### src/rtl/lane_pkg.sv
// Shared lane definitions: the alignment/idle symbol and the lane FSM state
// encoding. States are one-hot so they line up with the un-striping FSM.
package lane_pkg;

  localparam logic [7:0] COM_SYMBOL = 8'hBC;

  typedef enum logic [2:0] {
    SEARCH   = 3'b001,
    ALIGNING = 3'b010,
    ALIGNED  = 3'b100
  } lane_state_e;

endpackage

### src/rtl/s2p_shift_reg.sv
// Serial-in / parallel-out shifter. The window is the most recent WIDTH bits
// including the bit on data_in right now (MSB first). The last bit of a byte
// can therefore be compared on the same edge that samples it.
module s2p_shift_reg #(
  parameter int WIDTH = 8
) (
  input  logic             clk,
  input  logic             rst,
  input  logic             data_in,
  output logic [WIDTH-1:0] window
);

  // Only WIDTH-1 history bits are stored. The newest bit comes straight from data_in.
  logic [WIDTH-2:0] hist;

  assign window = {hist, data_in};

  // Shift one bit in every cycle. Reset clears the history so stale bits
  // cannot form a false COM after reset.
  always_ff @(posedge clk or posedge rst) begin
    if (rst) hist <= '0;
    else     hist <= window[WIDTH-2:0];
  end

endmodule

### src/rtl/serial_to_parallel_lane.sv
// Per-lane deserializer. It finds byte alignment from COM symbols and then
// presents one byte per WIDTH bit-clocks on data_out/valid_out.
// COM symbols are idle fill and are never flagged valid.
// Optional build macro: S2P_COM_COUNT_EN adds a com_count output that counts
// COMs received at byte boundaries while locked.
//
// Output timing: data_out, valid_out (and com_count) change only on the
// boundary edge, which is the edge that samples the last bit of a byte.
// They then hold for WIDTH cycles.
module serial_to_parallel_lane #(
  parameter int               WIDTH       = 8,
  parameter logic [WIDTH-1:0] COM_SYMBOL  = WIDTH'(lane_pkg::COM_SYMBOL),
  parameter int               ALIGN_COUNT = 4
) (
  input  logic             clk_8f,
  input  logic             reset,
  input  logic             data_in,
  output logic [WIDTH-1:0] data_out,
  output logic             valid_out,
  output logic             active
`ifdef S2P_COM_COUNT_EN
  ,
  output logic [15:0]      com_count
`endif
);

  import lane_pkg::*;

  localparam int BW = (WIDTH > 1) ? $clog2(WIDTH) : 1;
  localparam int CW = (ALIGN_COUNT > 1) ? $clog2(ALIGN_COUNT + 1) : 1;
  localparam logic [BW-1:0] LAST_BIT = BW'(WIDTH - 1);
  localparam logic [CW-1:0] LOCK_CNT = CW'(ALIGN_COUNT);

  logic [WIDTH-1:0] window;
  lane_state_e      state, state_next;
  logic [BW-1:0]    bit_cnt, bit_cnt_next;
  logic [CW-1:0]    com_cnt, com_cnt_next;
  logic             is_com;
  logic             boundary;
  logic             capture;

  s2p_shift_reg #(.WIDTH(WIDTH)) u_shift (
    .clk     (clk_8f),
    .rst     (reset),
    .data_in (data_in),
    .window  (window)
  );

  assign is_com   = (window == COM_SYMBOL);
  assign boundary = (bit_cnt == LAST_BIT);
  assign active   = (state == ALIGNED);

  // State and alignment counters.
  always_ff @(posedge clk_8f or posedge reset) begin
    if (reset) begin
      state   <= SEARCH;
      bit_cnt <= '0;
      com_cnt <= '0;
    end else begin
      state   <= state_next;
      bit_cnt <= bit_cnt_next;
      com_cnt <= com_cnt_next;
    end
  end

  // Next-state logic.
  // SEARCH checks the window at every bit position.
  // ALIGNING and ALIGNED check only at byte boundaries.
  // Once ALIGNED, the lane stays locked until reset.
  always_comb begin
    state_next   = state;
    bit_cnt_next = bit_cnt;
    com_cnt_next = com_cnt;
    capture      = 1'b0;
    unique case (state)
      SEARCH: begin
        bit_cnt_next = '0;
        if (is_com) begin
          com_cnt_next = CW'(1);
          state_next   = (ALIGN_COUNT == 1) ? ALIGNED : ALIGNING;
        end
      end
      ALIGNING: begin
        bit_cnt_next = boundary ? '0 : bit_cnt + 1'b1;
        if (boundary) begin
          if (is_com) begin
            if (com_cnt >= LOCK_CNT - 1'b1) begin
              com_cnt_next = LOCK_CNT;
              state_next   = ALIGNED;
            end else begin
              com_cnt_next = com_cnt + 1'b1;
            end
          end else begin
            com_cnt_next = '0;
            state_next   = SEARCH;
          end
        end
      end
      ALIGNED: begin
        bit_cnt_next = boundary ? '0 : bit_cnt + 1'b1;
        capture      = boundary;
      end
      default: begin
        state_next   = SEARCH;
        bit_cnt_next = '0;
        com_cnt_next = '0;
      end
    endcase
  end

  // Output byte register.
  // It loads only at boundaries while locked, so the COM that completes
  // lock is never presented.
  always_ff @(posedge clk_8f or posedge reset) begin
    if (reset) begin
      data_out  <= '0;
      valid_out <= 1'b0;
    end else if (capture) begin
      data_out  <= window;
      valid_out <= !is_com;
    end
  end

`ifdef S2P_COM_COUNT_EN
  // Saturating count of idle COMs seen at boundaries while locked.
  always_ff @(posedge clk_8f or posedge reset) begin
    if (reset)                              com_count <= '0;
    else if (capture && is_com && com_count != 16'hFFFF) com_count <= com_count + 16'd1;
  end
`endif

endmodule
### config.mk
export PLATFORM = sky130hd
export DESIGN_NAME = serial_to_parallel_lane
export DESIGN_NICKNAME = d
export VERILOG_FILES = /design/src/rtl/lane_pkg.sv /design/src/rtl/s2p_shift_reg.sv /design/src/rtl/serial_to_parallel_lane.sv
export SDC_FILE = /design/constraint.sdc
export NUM_CORES = 1
export LEC_CHECK = 0
export ABC_AREA = 1
export CAP_MARGIN = 20
export CORE_MARGIN = 2
export CORE_UTILIZATION = 24
export CTS_CLUSTER_DIAMETER = 30
export DETAILED_ROUTE_END_ITERATION = 10
export GPL_TIMING_DRIVEN = 0
export PLACE_DENSITY = 0.43
export SETUP_SLACK_MARGIN = 0.02
export SLEW_MARGIN = 15
export SYNTH_ARGS = -nofsm -noshare
export SYNTH_HDL_FRONTEND = slang
export SYNTH_SLANG_ARGS = --single-unit
### constraint.sdc
create_clock -name clk_8f -period 1.8 [get_ports clk_8f]
set_input_delay 0.36 -clock clk_8f [delete_from_list [all_inputs] [get_ports clk_8f]]
set_output_delay 0.36 -clock clk_8f [all_outputs]
set_load 0.01 [all_outputs]
# --- Word level (Yosys, flattened, before mapping) ---
# Index checks and enable logic that the tools add are counted.
# W data, S select, Z words.
totals:
  mem_count: 0
  out_inout_bits: 10
  mem_bits_ro: 0
  word_cells: 35
  latch_bits: 0
  mem_bits_rw: 0
  reg_bits: 25
op_classes:
  bitwise_logic: 1
  div: 0
  n_mux: 13
  multipliers: 0
  n_reduce_logical: 4
  n_addsub: 2
  n_eq_ne: 8
  n_shift: 0
  magnitude_cmp: 1
op_table:
  columns: ["op", "count"]
  rows:
  - ["$mux W3", 10]
  - ["$pmux W3 S3", 2]
  - ["$eq A8 B8 Y1 const B", 1]
  - ["$add A3 B1 Y3 const B", 2]
  - ["$eq A3 B3 Y1 const B", 2]
  - ["$ne A2 B2 Y1 const B", 2]
  - ["$reduce_and A4 Y1", 1]
  - ["$eq A3 B1 Y1 const B", 1]
  - ["$eq A3 B2 Y1 const B", 1]
  - ["$ge A3 B2 Y1 const B", 1]
  - ["$ne A3 B3 Y1 const B", 1]
  - ["$reduce_and A3 Y1", 1]
  - ["$reduce_or A2 Y1", 1]
  - ["$logic_not A1 Y1", 1]
  - ["$mux W1", 1]
  - ["$not A1 Y1", 1]

# --- Logic depth before layout (Yosys ltp) ---
depth:
  depth_word: 5
  depth_mapped: 9
  depth_no_buf: 9

# --- By module ---
# A second synthesis with hierarchy kept.
hier_totals:
  hier_cells: 124
  area_unflattened_um2: 1094.8
modules_own_cells:
  columns: ["module", "cells_per_inst", "n_inst", "seq_area_each_um2", "area_each_um2"]
  rows:
  - ["serial_to_parallel_lane", 115, 1, 451.7, 908.4]
  - ["s2p_shift_reg", 9, 1, 175.2, 186.4]

# --- Least setup slack after synthesis ---
# OpenSTA, ideal clock, no wires.
synth_path:
  path_type: "register to register"
  startpoint: "register bit_cnt[0]"
  endpoint: "register valid_out"
  setup_slack_ns: 0.515
  path_buffers: 1
  setup_time_ns: 0.121
  stages_incl_launch_ff: 8
  arrival_ns: 1.164
  cell_sequence: "dfrtp_1 ha_1 ha_1 inv_1 nor2_4 inv_2 buf_6 o21ai_2"
synth_via:
  elab_chain_len: 2
synth_lines:
  columns: ["element", "line_no", "rtl"]
  rows:
  - ["start, declared", "serial_to_parallel_lane.sv:36", "logic [BW-1:0] bit_cnt, bit_cnt_next;"]
  - ["start signal, assigned", "serial_to_parallel_lane.sv:61", "bit_cnt <= bit_cnt_next;"]
  - ["$eq A3 B3 Y1", "serial_to_parallel_lane.sv:50", "assign boundary = (bit_cnt == LAST_BIT);"]
  - ["$mux W1", "serial_to_parallel_lane.sv:75", "unique case (state)"]
  - ["end signal, assigned", "serial_to_parallel_lane.sv:120", "valid_out <= !is_com;"]
  - ["end, declared", "serial_to_parallel_lane.sv:19", "output logic valid_out,"]
# No other way between the ends.
# A chain may end at the register's enable or synchronous reset.

# --- Worst setup path in the final report ---
layout_path:
  startpoint: "register state[0]"
  endpoint: "output active"
layout_via:
  elab_chain_len: 1
layout_lines:
  columns: ["element", "line_no", "rtl"]
  rows:
  - ["start, declared", "serial_to_parallel_lane.sv:35", "lane_state_e state, state_next;"]
  - ["start signal, assigned", "serial_to_parallel_lane.sv:60", "state <= state_next;"]
  - ["$eq A3 B3 Y1", "serial_to_parallel_lane.sv:51", "assign active = (state == ALIGNED);"]
  - ["end, declared", "serial_to_parallel_lane.sv:20", "output logic active"]
# No other way between the ends.

==> flow_metrics.tcl <==
set metrics [dict create \
    rsz0062_at_grt "false" \
    r2r-start "bit_cnt[0]" \
    regToRegEndpoint "data_out[0]" \
    ys_ff_latch 25 \
    p_sw_uw 400 \
    max_freq_mhz 604 \
    synth_cells 126 \
    die_h_um 72.8 \
    clkTransAtPathRegs_ns 0.09 \
    multi_input_comb_area_um2 417 \
    seq_power_share 0.506 \
    die_w_um 72.8 \
    synthesis.nets 133 \
    tightest_slew_ns 0.390 \
    clkLatencyLatePin_ns 0.27 \
    seq_area_frac_synth 0.551 \
    cts-root-buf "clkbuf_8" \
    postRouteAntennaNets 0 \
    num_rows 25 \
    wl_per_cell_um 10.4 \
    vias_per_cell 4.14 \
    min_period_ns 1.66 \
    cts_buffers 3 \
    io_pins 13 \
    area_growth_pct 23.8 \
    n_fill_cell 498 \
    clockBufferDepth 2 \
    grt_pass1_vias 840 \
    syn_area_um2 1140 \
    vias 819 \
    start_util 0.244 \
    cts.hold.buffers_added 0 \
    final_cell_count_no_fill 198 \
    hp-class "in -> async" \
    drtIter0Drc 16 \
    worstSetupPathType "reg -> out" \
    drt_first_pass_iters 4 \
    critPathCaptureType "primary output" \
    htreeDepth 1 \
    p_total_mw 1.27 \
    ys_types 21 \
    final_core_util 0.302 \
    comb_power_share 0.228 \
    slew_viol_final 0 \
    layout-drive-gt1-share 0.167 \
    crit_path_max_fanout 7 \
    syn_avg_cell_area_um2 9.03 \
    place_area_um2 1330 \
    synth_warnings 0 \
    required_ns 1.44 \
    grt_overflow 0 \
    p_per_area_nw_per_um2 903 \
    n_antenna_cell 0 \
    io_buffers 12 \
    grt_max_degree 26 \
    maxCapViolations 0 \
    p_sw_frac 0.315 \
    p_int_uw 871 \
    regArea_um2 627 \
    core_um2 4660 \
    tritoncts "built" \
    finalInstanceArea_um2 1410 \
    grt_pass1_wl_um 3440 \
    tns_ns 0 \
    final_nets 152 \
    grt_antenna_before_repair 0 \
    grt_usage 0.0824 \
    clock_power_share 0.267 \
    peakVddDrop_mv 0.270 \
    drc 0 \
    r2r_setup_slack_ns 0.36 \
    fin_worst_skew_ns 0.00350 \
    dpl.hpwl_um 1540 \
    gp_congestion 0.702 \
    min_period_over_period 0.920 \
    cts.sinks 25 \
    critPathArrivalTime_ns 1.30 \
    setup_viol 0 \
    critPathLaunchType "register" \
    finalHoldViolations 0 \
    drt-total-wl_um 2060 \
    max_slew_margin 0.740 \
    leakagePower_nw 0.712 \
    outcome "finished, final reports clean" \
    reg2reg_depth 8 \
    fp.dieArea_um2 5310 \
    placed_cells 192 \
]
[flip-flops by register name (all words and copies together), names as in the netlist]
register / flops
bit_cnt: 3
com_cnt: 3
data_out: 8
state: 3
u_shift.hist: 7
valid_out: 1
[worst max-delay path, stage by stage, from the launching register on]
cell	delay, ns
dfstp_2	0.54
inv_2	0.06
nand3_4	0.10
inv_1	0.05
dlygate4sd2_1	0.28
[metal layers]
layer / GRT usage / up-vias / share of wire
met5: 0 / - / 0
met4: 0.0432 / 0 / 0.012
met3: 0.0124 / 2 / 0.021
met2: 0.151 / 9 / 0.53
met1: 0.0915 / 389 / 0.44
li1: - / 419 / -
[cells in the mapped netlist]
cell type	number	share of area
dfstp_2	1	0.023
inv_2	4	0.013
ha_1	4	0.044
nand3_1	2	0.0088
o21ai_0	1	0.0044
nand4_1	3	0.017
o21ai_1	1	0.0044
nand3_2	1	0.0088
nand2_2	2	0.011
nand3_4	1	0.015
a21oi_1	1	0.0044
nand2_4	1	0.0099
dfrtp_1	24	0.53
o21ai_2	5	0.039
inv_1	18	0.059
buf_6	1	0.0099
nand2_1	42	0.14
nor2_4	1	0.0099
nor2_1	9	0.030
nor3_2	1	0.0088
nor3_1	3	0.013
[through the flow]
stage	setup slack (ns)	hold slack, ns
after floorplan	0.515	0.374
after global placement	0.131	0.388
after detailed placement	0.105	0.388
after CTS	0.120	0.410
after global routing	0.0825	0.384
final	0.144	0.376
[cell type report]
type	instances	area share
multi-input cells	78	0.296
inverters	22	0.0587
clock buffers	3	0.0293
plain buffers	1	0.00800
repair buffers	14	0.109
clock inverters	1	0.00533
flip-flops and latches	25	0.445
well taps	54	0.0480
[how the worst max path moves through the flow]
stage | from | to | slack (ns) | depth (start not counted)
floorplan | bit_cnt[0] | valid_out | 0.51 | 7
global placement | data_in | com_cnt[1] | 0.13 | 10
detailed placement | data_in | com_cnt[0] | 0.10 | 10
CTS | state[0] | active | 0.12 | 4
global route | state[0] | active | 0.08 | 4
finish | state[0] | active | 0.14 | 4
[logic make-up after synthesis]
| family | Yosys count | synth area share |
|---|---|---|
| and+or+nand+nor | 66 | 0.271 |
| AOI/OAI and AO/OA | 8 | 0.0517 |
| adders and majority gates | 4 | 0.0440 |
| buffers and inverters | 23 | 0.0825 |
| DFF | 25 | 0.551 |
[cell usage in the layout (no fill, tap or decap), types with 3 or more instances in the layout]
cell type and count:
inv_2 4, nor3_1 3, nor2_1 9, clkbuf_8 3, ha_1 4, dfrtp_1 24, nand2_1 42, inv_1 18
o21ai_2 5, nand4_1 3, clkdlybuf4s50_1 11
[power groups by stage]
stage               sequential, mW  combinational, mW  clock [mW]
floorplan                    0.654              0.212           0
global placement             0.661              0.252           0
detailed placement           0.662              0.265           0
CTS                          0.643              0.287       0.356
global route                 0.649              0.329       0.376
finish                       0.643              0.289       0.339
[repair_timing]
item / in CTS / in global routing
gates resized for setup: 1 / 0
setup endpoints to repair: 1 / 0
endpoints found under the hold margin: 0 / 0
buffers inserted: 1 / 0
No activity file was read; power rests on OpenSTA's default activity.
